<file path="config.mk">
export PLATFORM = sky130hd
export DESIGN_NAME = stream_mux_rr
export DESIGN_NICKNAME = d
export VERILOG_FILES = /design/src/rtl/stream_mux_rr.sv
export SDC_FILE = /design/constraint.sdc
export NUM_CORES = 1
export LEC_CHECK = 0
export ABC_AREA = 1
export CORE_ASPECT_RATIO = 1.2
export CORE_MARGIN = 3
export CORE_UTILIZATION = 25
export DETAILED_ROUTE_END_ITERATION = 12
export PLACE_DENSITY = 0.62
export SLEW_MARGIN = 10
export SYNTH_ARGS = -nofsm -noshare
export SYNTH_HDL_FRONTEND = slang
export SYNTH_SLANG_ARGS = --single-unit
</file>
<file path="constraint.sdc">
create_clock -name clk -period 2.8 [get_ports clk]
set_input_delay 0.7 -clock clk [delete_from_list [all_inputs] [get_ports clk]]
set_output_delay 0.7 -clock clk [all_outputs]
set_load 0.05 [all_outputs]
</file>
<file path="src/rtl/stream_mux_rr.sv">
`default_nettype none
// ============================================================================
// Module      : stream_mux_rr
// Description : N-to-1 streaming multiplexer with per-channel valid/ready
//               handshakes, fixed-select or round-robin arbitration and a
//               single registered output beat (1-cycle latency, full rate).
// Revision    : 1.0 - initial release
// ----------------------------------------------------------------------------
// Ports:
//   clk          rising-edge clock
//   rst_n        asynchronous active-low reset
//   i_mode       0 = fixed select via i_sel, 1 = round-robin
//   i_sel        channel index used in fixed mode
//   i_in_data    packed channel data, channel i at [i*DATA_W +: DATA_W]
//   i_in_valid   per-channel valid
//   o_in_ready   per-channel ready (combinational, at most one bit set)
//   o_out_data   registered output data
//   o_out_valid  registered output valid
//   i_out_ready  consumer ready
//   o_out_ch     index of the channel that sourced o_out_data
// ============================================================================
module stream_mux_rr #(
    parameter  int NUM_CH = 4,
    parameter  int DATA_W = 8,
    localparam int SEL_W  = $clog2(NUM_CH)
) (
    input  logic                     clk,
    input  logic                     rst_n,
    input  logic                     i_mode,
    input  logic [SEL_W-1:0]         i_sel,
    input  logic [NUM_CH*DATA_W-1:0] i_in_data,
    input  logic [NUM_CH-1:0]        i_in_valid,
    output logic [NUM_CH-1:0]        o_in_ready,
    output logic [DATA_W-1:0]        o_out_data,
    output logic                     o_out_valid,
    input  logic                     i_out_ready,
    output logic [SEL_W-1:0]         o_out_ch
);

    // One extra bit so that pointer + offset never overflows before the
    // modulo-NUM_CH wrap, and so that out-of-range selects can be detected
    // for non-power-of-2 channel counts.
    localparam int                 IDX_W    = SEL_W + 1;
    localparam logic [IDX_W-1:0]   C_NUM_CH = IDX_W'(NUM_CH);
    localparam logic [SEL_W-1:0]   C_PTR_RST = SEL_W'(NUM_CH - 1);

    typedef enum logic [0:0] {
        ST_EMPTY = 1'b0,
        ST_FULL  = 1'b1
    } state_t;

    state_t            r_state;
    logic [DATA_W-1:0] r_out_data;
    logic [SEL_W-1:0]  r_out_ch;
    logic [SEL_W-1:0]  r_rr_ptr;

    logic              w_can_load;
    logic              w_fix_hit;
    logic              w_rr_hit;
    logic [SEL_W-1:0]  w_rr_ch;
    logic [IDX_W-1:0]  w_scan_idx;
    logic              w_hit;
    logic [SEL_W-1:0]  w_chosen;
    logic [DATA_W-1:0] w_chosen_data;
    logic              w_chosen_valid;
    logic              w_in_xfer;

    // The output register can take a new beat when it is empty or when its
    // current beat leaves in this same cycle.
    assign w_can_load = (r_state == ST_EMPTY) | i_out_ready;

    // Fixed mode: a select beyond the last channel chooses nothing.
    assign w_fix_hit = ({1'b0, i_sel} < C_NUM_CH);

    // Round-robin scan: start one past the last served channel and take the
    // first valid one, wrapping modulo NUM_CH.
    always_comb begin
        w_rr_hit   = 1'b0;
        w_rr_ch    = '0;
        w_scan_idx = '0;
        for (int k = 0; k < NUM_CH; k++) begin
            w_scan_idx = {1'b0, r_rr_ptr} + IDX_W'(k + 1);
            if (w_scan_idx >= C_NUM_CH) begin
                w_scan_idx = w_scan_idx - C_NUM_CH;
            end
            if (!w_rr_hit && i_in_valid[w_scan_idx[SEL_W-1:0]]) begin
                w_rr_hit = 1'b1;
                w_rr_ch  = w_scan_idx[SEL_W-1:0];
            end
        end
    end

    // Mode is applied combinationally; a switch takes effect immediately.
    assign w_hit    = i_mode ? w_rr_hit : w_fix_hit;
    assign w_chosen = i_mode ? w_rr_ch  : i_sel;

    // Data/valid mux written as a compare loop so that an out-of-range
    // chosen index simply matches nothing.
    always_comb begin
        w_chosen_data  = '0;
        w_chosen_valid = 1'b0;
        for (int i = 0; i < NUM_CH; i++) begin
            if (w_chosen == SEL_W'(i)) begin
                w_chosen_data  = i_in_data[i*DATA_W +: DATA_W];
                w_chosen_valid = i_in_valid[i];
            end
        end
    end

    generate
        for (genvar g = 0; g < NUM_CH; g++) begin : g_ready
            assign o_in_ready[g] = w_can_load & w_hit & (w_chosen == SEL_W'(g));
        end
    endgenerate

    assign w_in_xfer = w_can_load & w_hit & w_chosen_valid;

    // Output register and arbitration pointer. The pointer only moves on
    // round-robin transfers so fixed-mode traffic does not disturb fairness.
    always_ff @(posedge clk or negedge rst_n) begin
        if (!rst_n) begin
            r_state    <= ST_EMPTY;
            r_out_data <= '0;
            r_out_ch   <= '0;
            r_rr_ptr   <= C_PTR_RST;
        end else begin
            if (w_in_xfer) begin
                r_out_data <= w_chosen_data;
                r_out_ch   <= w_chosen;
                if (i_mode) begin
                    r_rr_ptr <= w_chosen;
                end
            end
            case (r_state)
                ST_EMPTY: begin
                    if (w_in_xfer) begin
                        r_state <= ST_FULL;
                    end
                end
                ST_FULL: begin
                    // Reload keeps the register full; a bare drain empties it.
                    if (!w_in_xfer && i_out_ready) begin
                        r_state <= ST_EMPTY;
                    end
                end
                default: r_state <= ST_EMPTY;
            endcase
        end
    end

    assign o_out_data  = r_out_data;
    assign o_out_ch    = r_out_ch;
    assign o_out_valid = (r_state == ST_FULL);

endmodule
`default_nettype wire

</file>
Word level (Yosys, flattened, before mapping)
Index checks and enable logic that the tools add are counted. Widths: inputs -> output; s select.

Flip-flop bits (word level): 13. Bits in latches: 0. Memory bits (writable): 0. ROM bits: 0. Input port bits: 42. Output and inout bits: 15. Logic and storage cells: 74. Memories: 0.

$add $sub $neg: 8. $mul: 0. Divide/modulo/power cells: 0. $lt $le $gt $ge: 8. Equal/unequal tests: 3. Shifts and indexed selects: 0. Muxes and demuxes: 33. Bitwise gates (word level): 8. Reduce and logical (&&, ||, !) cells: 10.

Operator list (number): $mux 8 (4); $mux 2 (9); $mux 1 (15); $ge 3x3->1 const B (4); $lt 2x3->1 const B (4); $bmux 1 s2 (4); $sub 2x1->2 const B (4); $add 2x2->3 const B (2); $and 1x1->1 (6); $eq 2x2->1 const B (2); $logic_and 1x1->1 (4); $logic_not 1->1 (4); $add 2x1->3 const B (1); $add 2x3->3 const B (1); $eq 2x1->1 const B (1); $logic_not 2->1 (1); $pmux 1 s2 (1); $reduce_and 2->1 (1); $not 1->1 (1); $or 1x1->1 (1).

Depth between registers and ports, before layout
Depth in word-level cells: 26. Mapped depth: 18. Mapped depth without buffers: 17.

Worst setup path before layout
Ideal clock, no wire load.

Kind: input-to-output. Start: input port i_in_valid[3]. End: output port o_in_ready[2]. Arrival time: 2485 ps. Data required time: 2100 ps. Slack: -385 ps. Cell stages on the path: 9. Path buffers: 0. Cells stage by stage: nand2_1 > nand2_1 > nand2_1 > nand2_1 > nor2_4 > nand3_1 > nand2_1 > o21bai_2 > nor3_1.

Cells in the longest elaborated chain, start to end: 15. Elaborated cells between the ends (all ways): 27. Classes of those cells: eq/ne: 1; mux: 18; bitwise: 2; reduce/logical: 6.

Ends and longest elaborated chain: from (decl) (line 32) `input logic [NUM_CH-1:0] i_in_valid,`; $bmux 1 s2 (line 86) `if (!w_rr_hit && i_in_valid[w_scan_idx[SEL_W-1:0]]) begin`; $mux 1 (implied by the code) (line 86); $mux 1 (line 86); $logic_not 1->1 (line 86); $logic_and 1x1->1 (line 86); $mux 1 (line 86); $logic_not 1->1 (line 86); $logic_and 1x1->1 (line 86); $mux 1 (line 86); $logic_not 1->1 (line 86); $logic_and 1x1->1 (line 86); $mux 2 / $mux 1 (equally long branches) (line 86); $mux 2 / $mux 1 (equally long branches) (line 95, 94); $eq 2x2->1 / $and 1x1->1 (equally long branches) (line 112) `assign o_in_ready[g] = w_can_load & w_hit & (w_chosen == SEL_W'(g));`; $and 1x1->1 * (line 112); to (decl) (line 33) `output logic [NUM_CH-1:0] o_in_ready,`.

Every way passes the cells marked *; elsewhere a longest branch is shown, timed or not. The select of a mux whose other input is x is not followed.

Worst setup path after layout
Start: input port i_in_valid[3]. End: output port o_in_ready[3].

Same word-level chain as after synthesis.

==> impl_metrics.csv <==
group,metric,value,unit
cts,cts_tree,"done",
cells_and_area,register_area,327.8,um^2
synthesis,syn_nets,221,
power_and_ir_drop,p_per_area,1177,nW/um^2
timing,hold_viol_final,0,
cells_and_area,syn_to_final_growth,93.13,%
cells_and_area,layout_commonest_cell,"nand2_1",
grt,grt_overflow,0,
setup_path,start_kind,"primary input",
synthesis,avgSynthCellArea,6.508,um^2
placement,preCtsSetupSlack,-302.8,ps
setup_path,rr_endpoint,"o_out_data[6]",
cells_and_area,nets,314,
grt,first_global_vias,1521,
die,dieArea,5518,um^2
die,row_count,26,
grt,grt_antenna_before_repair,0,
timing,hold_ws,518.0,ps
power_and_ir_drop,p_leak,0.001038,uW
cells_and_area,drive_above_1_share,35.06,%
timing,tns,-11.69,ps
placement,io_buffers,56,
run_status,status,"finished, violations left",
synthesis,yosysTopAreaCellShare,25.13,%
timing,min_period,2812,ps
placement,gp_congestion,0.7869,
synthesis,synth_cell_types,24,
cells_and_area,diodes,0,
die,start_util,26.72,%
timing,tightestPinTransition,597.3,ps
cts,cts_made_buffers,3,
routing,vias,1463,
setup_path,cp_max_fo,3,
synthesis,yosysSeqAreaShare,28.14,%
die,io_pins,57,
cells_and_area,multiInputGateArea,813.3,um^2
grt,grt_pass1_wl,6299,um
hold_path,min_path_type,"reg2reg",
placement,dp_hpwl,2792,um
timing,maxSlewViolCount,0,
grt,grt_start_max_net_pins,15,
routing,drt_iter0_drc,59,
die,coreArea,4359,um^2
setup_path,ff2ff_path_depth,20,
timing,rsz0062_at_grt,"true",
cells_and_area,fillers,429,
setup_path,worstPathRequired,2100,ps
routing,viasPerCell,4.474,
routing,wl_per_cell,11.74,um
setup_path,startpoint,"i_in_valid[3]",
flow_run,drv_cap,0,
timing,setup_viol,1,
cts,cts.htree.levels,1,
synthesis,synth.area.top_cells,"nand2_1, dfrtp_1, inv_1",
synthesis,netlist_area,1165,um^2
run_status,violations,"setup timing",
routing,first_pass_iters,5,
cts,clockBufferDepth,2,
cts,clk_pin_slew,50,ps
timing,setup_ws,-11.69,ps
setup_path,worstSetupEndpointType,"output port",
timing,slew_headroom,60.06,%
cts,cts_sinks,13,
power_and_ir_drop,power.total,2648,uW
setup_path,worst-r2r-setup-slack,190,ps
cts,cts_root_buffer,"clkbuf_8",
power_and_ir_drop,irDropWorstVdd,520.5,uV
grt,track_usage,14.64,%
routing,postRouteAntennaNets,0,
cells_and_area,mostFrequentLayoutCells,"nand2_1, clkdlybuf4s50_1, buf_4",
timing,min_period_over_period,100.4,%
timing,skew,1.792,ps
setup_path,reg2reg_from,"r_rr_ptr[0]",
routing,drc,0,
die,die_x,68.31,um
setup_path,arrival,2110,ps
die,die_h,80.78,um
cts,clk_latency,240,ps
setup_path,endpoint,"o_in_ready[3]",
synthesis,synth_top_area_cell,"nand2_1",
routing,drt_wl_total,3839,um
setup_path,critPathKind,"in2out",
cells_and_area,final_core_util,51.61,%
synthesis,yosysWarnings,0,
timing,timing.fmax,355.7,MHz
synthesis,synthCells,179,
synthesis,ys_ff_latch,13,
worst min-delay path by stage:
stage,start,to,cells past startpoint
4_1_cts,o_out_data[6],o_out_data[6],2
6_report,o_out_data[6],o_out_data[6],2
3_5_place_dp,r_rr_ptr[1],r_rr_ptr[1],2
3_3_place_gp,r_rr_ptr[1],r_rr_ptr[1],2
2_1_floorplan,rst_n,o_out_ch[0],0
5_1_grt,o_out_data[1],o_out_data[1],2
sequential cells by signal (all words and copies together), names as in the netlist:
name / count
o_out_ch: 2
o_out_data: 8
o_out_valid: 1
r_rr_ptr: 2
kinds of logic (layout without fill, tap and decap cells):
| group | count (synthesis) | count (layout) | share of synthesized area (%) |
|---|---|---|---|
| simple gates | 122 | 122 | 50.05 |
| compound gates | 17 | 17 | 10.96 |
| buf+inv | 27 | 119 | 10.85 |
| flops | 13 | 13 | 28.14 |
cell type report:
class	count	area share [%]
Timing Repair Buffer	91	39.88
Multi-Input combinational cell	139	36.15
Sequential cell	13	14.57
Inverter	24	4.283
Tap cell	56	3.115
Clock buffer	4	2.002
Yosys cell counts, drive strengths merged:
master and count:
nor3 2, inv 24, nand2 89, o31ai 1, a21oi 1, buf 3
nand3 10, dfrtp 11, o21bai 1, dfstp 2, nand4 10, nor2 11
o211ai 1, a21boi 1, o21ai 12
critical path: stages:
cell and delay [ps]:
clkdlybuf4s15_2 220, nand2_2 90, nand2_2 70, nand2_2 80, nand2_2 70, nor2_4 140, nand3_2 80, nand2_2 120
nor2_4 60, nor2_4 150, nand2_4 70, nor2_4 110, buf_12 140
where the power goes:
part / total, uW / switching, uW / internal (uW)
logic: 2130 / 1230 / 895
clock network: 166 / 65.9 / 100
registers: 356 / 61.7 / 294
total: 2650 / 1360 / 1290
through the flow:
stage          area [um^2]  cells
2_1_floorplan         1177    179
3_3_place_gp          1969    307
3_5_place_dp          1969    307
4_1_cts               2220    326
5_1_grt               2250    327
6_report              2250    327
what timing repair did:
item | 4_1_cts | 5_1_grt
resized for setup | 33 | 7
pin swaps | 20 | 8
setup endpoints to repair | 6 | 12
setup buffers | 15 | 1
hold buffers | 0 | 0
layer usage:
metal | vias up | track usage [%] | wire, um
li1 | 750 | - | -
met3 | 2 | 2.766 | 241
met5 | - | 0 | 0
met2 | 57 | 29.70 | 2025
met4 | 0 | 2.187 | 24
met1 | 654 | 15.17 | 1547
Note: power is estimated with default switching activity, not from simulation.
